## src/rtl/deserializador_rx_pkg.sv

```systemverilog
// Shared PHY definitions for the RX deserializer: comma byte, FSM state encodings,
// lock/idle defaults and a small saturating-increment helper.
package deserializador_rx_pkg;

  // Idle/alignment byte; the TX serializer sends the same constant when valid_in=0.
  localparam logic [7:0] COMMA = 8'hBC;

  // FSM state encodings
  localparam logic [1:0] SEARCH = 2'd0;
  localparam logic [1:0] SYNC   = 2'd1;
  localparam logic [1:0] ACTIVE = 2'd2;

  localparam int unsigned BC_LOCK_DEF  = 4;
  localparam int unsigned IDLE_THR_DEF = 4;

  // 4-bit increment that sticks at 15
  function automatic logic [3:0] sat_inc4(input logic [3:0] v);
    return (v == 4'hF) ? v : v + 4'd1;
  endfunction

endpackage

```

## src/rtl/deserializador_rx_comma_align.sv

```systemverilog
// Bit-level front end of the deserializer: serial shift register, sliding comma
// comparator, bit counter and byte-boundary indication.
module deserializador_rx_comma_align
  import deserializador_rx_pkg::*;
(
  input  logic       clk_32f,
  input  logic       reset_L,
  input  logic       data_in,
  input  logic       realign,     // restart byte framing after this edge
  output logic [7:0] nsr,         // shift register value after this edge
  output logic       comma_match,
  output logic       boundary     // this edge samples the LSB of an aligned byte
);

  // Only the low 7 bits are kept: the oldest bit falls off when forming nsr.
  logic [6:0] sr_q;
  logic [2:0] bit_cnt_q, bit_cnt_d;

  // Sliding window and comparator
  always_comb begin
    nsr         = {sr_q, data_in};
    comma_match = (nsr == COMMA);
    boundary    = (bit_cnt_q == 3'd7);
  end

  // On realign the next sampled bit is the MSB of the following byte
  always_comb begin
    bit_cnt_d = realign ? 3'd0 : bit_cnt_q + 3'd1;
  end

  // Shift register and bit counter state
  always_ff @(posedge clk_32f or negedge reset_L) begin
    if (!reset_L) begin
      sr_q      <= '0;
      bit_cnt_q <= '0;
    end else begin
      sr_q      <= nsr[6:0];
      bit_cnt_q <= bit_cnt_d;
    end
  end

endmodule

```

## src/rtl/deserializador_rx.sv

```systemverilog
// Serial-to-parallel receiver: comma alignment, lock FSM and parallel byte outputs.
// Optional feature macro DESER_BYTE_CNT_EN adds a saturating 16-bit data-byte counter.
module deserializador_rx
  import deserializador_rx_pkg::*;
#(
  parameter int unsigned BC_LOCK  = BC_LOCK_DEF,
  parameter int unsigned IDLE_THR = IDLE_THR_DEF
) (
  input  logic        clk_32f,
  input  logic        reset_L,
  input  logic        data_in,
  output logic [7:0]  data_out,
  output logic        valid_out,
  output logic        byte_stb,
  output logic        active,
`ifdef DESER_BYTE_CNT_EN
  output logic [15:0] byte_count,
`endif
  output logic        idle
);

  localparam logic [3:0] BC_LOCK_V  = 4'(BC_LOCK);
  localparam logic [3:0] IDLE_THR_V = 4'(IDLE_THR);

  logic [7:0] nsr;
  logic       comma_match, boundary, realign;

  logic [1:0] state_q, state_d;
  logic [3:0] bc_cnt_q, bc_cnt_d;
  logic [3:0] idle_cnt_q, idle_cnt_d;
  logic [7:0] data_q, data_d;
  logic       valid_q, valid_d;
  logic       stb_q, stb_d;
  logic       idle_q, idle_d;
`ifdef DESER_BYTE_CNT_EN
  logic [15:0] cnt_q, cnt_d;
`endif

  deserializador_rx_comma_align u_align (
    .clk_32f     (clk_32f),
    .reset_L     (reset_L),
    .data_in     (data_in),
    .realign     (realign),
    .nsr         (nsr),
    .comma_match (comma_match),
    .boundary    (boundary)
  );

  // Lock FSM and next values of the byte outputs
  always_comb begin
    state_d    = state_q;
    bc_cnt_d   = bc_cnt_q;
    idle_cnt_d = idle_cnt_q;
    data_d     = data_q;
    valid_d    = valid_q;
    stb_d      = 1'b0;
    realign    = 1'b0;
`ifdef DESER_BYTE_CNT_EN
    cnt_d      = cnt_q;
`endif
    case (state_q)
      SEARCH: begin
        if (comma_match) begin
          realign  = 1'b1;
          bc_cnt_d = 4'd1;
          if (BC_LOCK_V == 4'd1) begin
            state_d    = ACTIVE;
            idle_cnt_d = '0;
          end else begin
            state_d = SYNC;
          end
        end
      end
      SYNC: begin
        if (boundary) begin
          stb_d = 1'b1;
          if (comma_match) begin
            bc_cnt_d = bc_cnt_q + 4'd1;
            if (bc_cnt_q + 4'd1 == BC_LOCK_V) begin
              state_d    = ACTIVE;
              idle_cnt_d = '0;
            end
          end else begin
            state_d  = SEARCH;
            bc_cnt_d = '0;
          end
        end
      end
      ACTIVE: begin
        if (boundary) begin
          stb_d = 1'b1;
          if (!comma_match) begin
            data_d     = nsr;
            valid_d    = 1'b1;
            idle_cnt_d = '0;
`ifdef DESER_BYTE_CNT_EN
            cnt_d      = (cnt_q == 16'hFFFF) ? cnt_q : cnt_q + 16'd1;
`endif
          end else begin
            valid_d    = 1'b0;
            idle_cnt_d = sat_inc4(idle_cnt_q);
          end
        end
      end
      default: state_d = SEARCH;
    endcase
    idle_d = (state_d != ACTIVE) || (idle_cnt_d >= IDLE_THR_V);
  end

  // State and output registers
  always_ff @(posedge clk_32f or negedge reset_L) begin
    if (!reset_L) begin
      state_q    <= SEARCH;
      bc_cnt_q   <= '0;
      idle_cnt_q <= '0;
      data_q     <= '0;
      valid_q    <= 1'b0;
      stb_q      <= 1'b0;
      idle_q     <= 1'b1;
`ifdef DESER_BYTE_CNT_EN
      cnt_q      <= '0;
`endif
    end else begin
      state_q    <= state_d;
      bc_cnt_q   <= bc_cnt_d;
      idle_cnt_q <= idle_cnt_d;
      data_q     <= data_d;
      valid_q    <= valid_d;
      stb_q      <= stb_d;
      idle_q     <= idle_d;
`ifdef DESER_BYTE_CNT_EN
      cnt_q      <= cnt_d;
`endif
    end
  end

  // Output drive
  always_comb begin
    data_out  = data_q;
    valid_out = valid_q;
    byte_stb  = stb_q;
    active    = (state_q == ACTIVE);
    idle      = idle_q;
`ifdef DESER_BYTE_CNT_EN
    byte_count = cnt_q;
`endif
  end

endmodule
```

## config.mk

```make
export PLATFORM = sky130hd
export DESIGN_NAME = deserializador_rx
export DESIGN_NICKNAME = d
export VERILOG_FILES = /design/src/rtl/deserializador_rx_pkg.sv /design/src/rtl/deserializador_rx_comma_align.sv /design/src/rtl/deserializador_rx.sv
export SDC_FILE = /design/constraint.sdc
export NUM_CORES = 1
export LEC_CHECK = 0
export CAP_MARGIN = 0
export CORE_UTILIZATION = 56
export DETAILED_ROUTE_END_ITERATION = 6
export PLACE_DENSITY = 0.78
export SYNTH_ARGS = -nofsm -noshare
export SYNTH_HDL_FRONTEND = slang
export SYNTH_SLANG_ARGS = --single-unit
```

## constraint.sdc

```tcl
create_clock -name clk_32f -period 2.8 [get_ports clk_32f]
set_clock_uncertainty 0.05 [all_clocks]
set_input_delay 0.56 -clock clk_32f [delete_from_list [all_inputs] [get_ports clk_32f]]
set_output_delay 0.56 -clock clk_32f [all_outputs]
set_load 0.01 [all_outputs]
```

==> results of run 1 <==
-- metrics by stage --
| stage | instances | worst slack [ps] | power, mW | area [um2] |
|---|---|---|---|---|
| floorplan | 133 | 570 | 0.616 | 1550 |
| global placement | 177 | 87.2 | 0.662 | 1750 |
| detailed placement | 177 | 36.7 | 0.672 | 1750 |
| CTS | 185 | 370 | 0.965 | 1820 |
| global route | 185 | 268 | 1.00 | 1820 |
| finish | 185 | 340 | 0.956 | 1820 |
-- power groups by stage --
| stage | registers (mW) | clock network (mW) | logic [mW] |
|---|---|---|---|
| 6_report | 0.498 | 0.293 | 0.166 |
| 5_1_grt | 0.502 | 0.317 | 0.186 |
| 4_1_cts | 0.499 | 0.300 | 0.166 |
| 3_5_place_dp | 0.508 | 0 | 0.164 |
| 3_3_place_gp | 0.504 | 0 | 0.158 |
| 2_1_floorplan | 0.502 | 0 | 0.114 |
-- registers in the layout, summed over array words and instances, names as in the netlist, 2 cells and up, named ones only --
name,count
bc_cnt_q,4
data_out,8
idle_cnt_q,2
state_q,2
u_align.bit_cnt_q,3
u_align.sr_q,7
-- worst paths after layout --
path | slack (ps) | start | endpoint
worst max-delay path | 340 | data_in | idle$_DFF_PN1_
max in group asynchronous | 1810 | reset_L | idle$_DFF_PN1_
worst max register to register | 440 | u_align.bit_cnt_q[0]$_DFF_PN0_ | idle$_DFF_PN1_
min in group asynchronous | 580 | reset_L | asynchronous set/reset pin
worst min register to register | 370 | u_align.sr_q[0]$_DFF_PN0_ | u_align.sr_q[1]$_DFF_PN0_
worst min-delay path | 370 | u_align.sr_q[0]$_DFF_PN0_ | u_align.sr_q[1]$_DFF_PN0_
-- critical path: cells and delay by family --
kind,cells,cell delay (ps)
AOI/OAI and AO/OA,2,540
buffers and inverters,1,440
and+or+nand+nor,3,1110
-- final cells by class --
cell class,instances,area (um2),area share (%)
Clock buffer,8,68.8,3.79
Inverter,7,26.3,1.45
Multi-Input combinational cell,90,731,40.2
Sequential cell,31,777,42.7
Tap cell,30,37.5,2.06
Timing Repair Buffer,19,178,9.77
-- cells in the mapped netlist, types with 2 or more instances --
cell type and count:
o21ai_0 8, nand2_1 8, mux2_2 9, clkbuf_1 4
dfrtp_1 30, a21o_1 3, a211oi_1 2, and3_1 2
nor2_1 6, a21oi_1 4, a31oi_1 3, nor3_1 2
inv_1 7, o22ai_1 3, nand3_1 3, and2_1 2
ha_1 9
-- logic make-up (layout without fill, tap and decap cells) --
family | count (synthesis) | after routing | synth area share (%)
and+or+nand+nor | 37 | 37 | 16.7
DFF | 31 | 31 | 50.0
adders and majority gates | 9 | 9 | 7.25
buffers and inverters | 12 | 34 | 2.98
AOI/OAI and AO/OA | 34 | 34 | 15.9
muxes | 10 | 10 | 7.17
-- per-layer routing --
layer	global-route usage (%)	wire (um)	vias to the layer above
met1	28.1	1310	547
met3	5.83	115	7
li1	-	-	540
met4	9.83	44	0
met2	40.0	1400	28
met5	0	0	-
==> summary.txt, run 1 <==
Synthesis
  • Count of cell types in the netlist: 45
  • Post-synthesis sequential area ratio: 50.0%
  • Number of synthesized flops with an enable pin: 0
  • FFs w/ async S/R, synth: 100%
  • Yosys top cell by area: dfrtp_1
  • Syn Nets: 145
  • Primary FF master, synth: dfrtp_1
  • Syn Std Cell Area: 1550 um2
  • Cell count after synthesis: 133
  • Synth warnings: 0
  • Top cells by area, synth: dfrtp_1 48%, ha_1 7.2%, mux2_2 6.5%
  • #FFs+latches synth: 31
  • Area share of the largest cell type after synthesis: 48.3%
  • Syn_area_per_cell: 11.7 um2

Clock network
  • Root Driver: clkbuf_4
  • Resized Gates After CTS: 0
  • Post-CTS Setup Inserts: 0
  • Clk slew on worst S/H paths: 100 ps
  • CTS tree: yes
  • Worst-Skew Late Latency: 330 ps
  • CTS Buf Count: 5
  • Hold buffers post-CTS: 0
  • Clock sinks: 31
  • H-Tree Depth: 2
  • Clock Tree Buf Depth: 2

Cells and area
  • Commonest cells after routing, fill and taps aside: 30 x dfrtp_1, 14 x clkdlybuf4s50_1, 9 x mux2_2, 9 x ha_1
  • Layout Nets: 166
  • Share of cells above drive strength 1: 19.4%
  • Inserted Diodes: 0
  • FILL cells: 184
  • Most common cell after layout, fill and taps aside: dfrtp_1
  • Util after Layout: 71.4%
  • Area delta synth->final: 17.0%

GRT
  • First-pass GRT wire length: 4820 um
  • GRT Overall Usage: 23.6%
  • Vias in the first global route: 1091
  • Final global-route overflow total: 0
  • Initial antenna violation count: 0
  • Largest net degree at the start of global routing: 32

Power and ir drop
  • Max VDD drop: 0.389 mV
  • Int Pwr: 0.688 mW
  • Part of the power in combinational logic: 17.3%
  • Static Leak: 0.787 nW
  • Sequential power share: 52.1%
  • Clock power share: 30.6%
  • Switching share of power: 28.0%
  • PD cells: 526 nW/um2
  • Sw Pwr: 0.268 mW

Critical path
  • Worst path cell trace: clkdlybuf4s50_1, nand4bb_4, or2_0, o31ai_1, a21oi_1, or4b_1
  • CP max FO: 7
  • Critical path's slowest cell: or4b_1
  • CP max stage delay: 530 ps
  • Arrival time worst endpoint: 2660 ps
  • Worst endpoint required time: 3000 ps
  • Kind of critical path: in -> reg
  • Setup crit end kind: register
  • FF-to-FF path depth: 7
  • Worst setup SP type: input pin

Placement
  • IO Port Bufs: 14
  • GP Congestion: 0.898
  • Detailed placement HPWL: 2110 um

Detailed routing
  • Final WL: 2870 um
  • DR vias/cell: 6.06
  • Drt wl/cell: 15.5 um
  • Post-DRT Antenna Nets: 0
  • First DRT Iteration DRCs: 30
  • DRC errors left: 0
  • Via count: 1122
  • First-pass DRT Iterations: 4

Timing
  • Unrepaired setup endpoints after global routing: false
  • Tmin final: 2460 ps
  • Hold WS: 367 ps
  • Slew @ Worst Pin: 461 ps
  • Final hold violations: 0
  • Fin Setup TNS: 0 ps
  • Count of final setup violators: 0
  • Max Slew Vio Count: 0
  • Slew headroom: 69.1%
  • FMAX: 407 MHz
  • Period utilization: 87.9%

Worst hold path
  • Worst hold path type: reg -> reg
  • Hold path cells: 0

Flow run
  • MaxCap Viol Count: 0

Die
  • FP Rows: 18
  • Die ar.: 2990 um2
  • CORE AREA: 2540 um2
  • Initial Util: 61.1%
  • Horiz. Die Dim: 54.7 um
  • Chip height: 54.7 um
  • Num ports: 15

Outcome
  • Status: completed
(Power assumes the default switching activity.)
==> inputs of run 2 (changes only) <==
CORE_UTILIZATION = 60   (was 56)
DONT_BUFFER_PORTS = 1   (was default)
PLACE_DENSITY = 0.76   (was 0.78)
SKIP_CTS_REPAIR_TIMING = 1   (was default)
==> run 2 against run 1 <==
Utilization decreased by 3.9 points. Worst hold slack lost 160 ps. Register-to-register slack about the same. Global-route usage is 0.82 points higher. Clock power fell by 18%. Sequential cell count unchanged. Final area down 8.7%. Critical endpoint unchanged.
==> summary.txt, run 2 (synthesized netlist as in run 1, its figures left out) <==
Cells and area
  • Layout Nets: 150
  • Util after Layout: 67.6%
  • Max FFs per register: 8
  • Commonest cells after routing, fill and taps aside: 30 x dfrtp_1, 9 x mux2_2, 9 x ha_1
  • Most common cell after layout, fill and taps aside: dfrtp_1
  • FILL cells: 172
  • Area delta synth->final: 6.76%
  • Share of cells above drive strength 1: 18.7%
  • Inserted Diodes: 0

Timing
  • Max Slew Vio Count: 0
  • Unrepaired setup endpoints after global routing: false
  • Slew headroom: 51.5%
  • Hold WS: 205 ps
  • Tmin final: 2370 ps
  • Fin Setup TNS: 0 ps
  • Period utilization: 84.6%
  • Count of final setup violators: 0
  • Final hold violations: 0
  • Slew @ Worst Pin: 725 ps
  • FMAX: 422 MHz

Clock network
  • H-Tree Depth: 2
  • Clock Tree Buf Depth: 2
  • Clock sinks: 31
  • Clk slew on worst S/H paths: 90 ps
  • CTS Buf Count: 5
  • Worst-Skew Late Latency: 330 ps
  • Root Driver: clkbuf_4
  • CTS tree: yes

Critical path
  • Critical path's slowest cell: or4b_1
  • Setup crit end kind: register
  • Arrival time worst endpoint: 2570 ps
  • CP max FO: 8
  • Worst setup SP type: register
  • Worst endpoint required time: 3000 ps
  • CP max stage delay: 530 ps
  • Worst path cell trace: ha_1, and3b_1, a31oi_1, o31ai_1, a21oi_1, or4b_1
  • Reg2reg setup slack: 430 ps
  • Kind of critical path: reg -> reg

Die
  • Chip height: 52.9 um
  • Initial Util: 63.3%
  • CORE AREA: 2450 um2
  • Num ports: 15
  • FP Rows: 18
  • Horiz. Die Dim: 52.9 um
  • Die ar.: 2800 um2

GRT
  • Largest net degree at the start of global routing: 32
  • First-pass GRT wire length: 4640 um
  • GRT Overall Usage: 24.4%
  • Final global-route overflow total: 0
  • Vias in the first global route: 982
  • Initial antenna violation count: 0

Placement
  • IO Port Bufs: 0
  • GP Congestion: 0.909
  • Detailed placement HPWL: 1970 um

Power and ir drop
  • PD cells: 540 nW/um2
  • Int Pwr: 0.634 mW
  • Max VDD drop: 0.410 mV
  • Sequential power share: 55.5%
  • Switching share of power: 29.3%
  • Sw Pwr: 0.263 mW
  • Static Leak: 0.722 nW
  • Part of the power in combinational logic: 17.9%
  • Clock power share: 26.6%

Worst hold path
  • Worst hold path type: in -> reg

Detailed routing
  • Post-DRT Antenna Nets: 0
  • Final WL: 2820 um
  • First DRT Iteration DRCs: 23
  • DRC errors left: 0
  • Via count: 1075
  • Drt wl/cell: 16.7 um
  • DR vias/cell: 6.36
  • First-pass DRT Iterations: 4

Outcome
  • Status: completed

Flow run
  • MaxCap Viol Count: 0
==> run 2: cell types whose count changed in the layout (fill, tap and decap cells not counted) <==
cell,delta
clkdlybuf4s50_1,-14
clkinv_2,+1
dlygate4sd3_1,+1
clkbuf_1,+1
buf_12,+1
buf_4,-4
clkbuf_8,-2
==> run 2: layer usage <==
layer	up-vias	global-route usage (%)	part of all wire [%]
met5	-	0	0
met4	0	15.8	2.9
met3	11	8.05	5.1
met2	35	35.0	48
met1	527	31.2	44
li1	502	-	-
==> run 2: power groups by stage <==
stage / clock, mW / combinational (mW) / sequential, mW
final: 0.239 / 0.160 / 0.498
after global routing: 0.272 / 0.178 / 0.502
after CTS: 0.250 / 0.148 / 0.499
after detailed placement: 0 / 0.146 / 0.507
after global placement: 0 / 0.139 / 0.506
after floorplan: 0 / 0.114 / 0.502
==> run 2: path summary, 6_finish.rpt <==
check / from / endpoint / cells after the start
max: bc_cnt_q[0]$_DFFE_PN0P_ / idle$_DFF_PN1_ / 6
min: data_in / u_align.sr_q[0]$_DFF_PN0_ / 0
max reg2reg: bc_cnt_q[0]$_DFFE_PN0P_ / idle$_DFF_PN1_ / 6
min reg2reg: u_align.sr_q[5]$_DFF_PN0_ / u_align.sr_q[6]$_DFF_PN0_ / 0
max in group asynchronous: reset_L / idle$_DFF_PN1_ / 2
min in group asynchronous: reset_L / u_align.sr_q[6]$_DFF_PN0_ / 2
==> run 2: metrics by stage <==
stage          cell area [um2]  instances  setup WS [ps]  power (mW)
2_1_floorplan             1550        133            570       0.616
3_3_place_gp              1580        159            518       0.645
3_5_place_dp              1580        159            439       0.653
4_1_cts                   1630        167            457       0.896
5_1_grt                   1660        169            317       0.953
6_report                  1660        169            432       0.897
==> run 2: cell type report <==
cell class	instances	area (um2)	area share (%)
Multi-Input combinational cell	90	731	44.0
Clock buffer	7	45.0	2.71
Clock inverter	1	5.00	0.302
Inverter	7	26.3	1.58
Tap cell	30	37.5	2.26
Timing Repair Buffer	3	37.5	2.26
Sequential cell	31	777	46.8
==> run 2: critical path, delay by kind of cell (launching register included) <==
kind / cells / cell delay (ps)
fa+ha+maj: 1 / 290
flops: 1 / 480
simple gates: 2 / 750
compound gates: 3 / 730
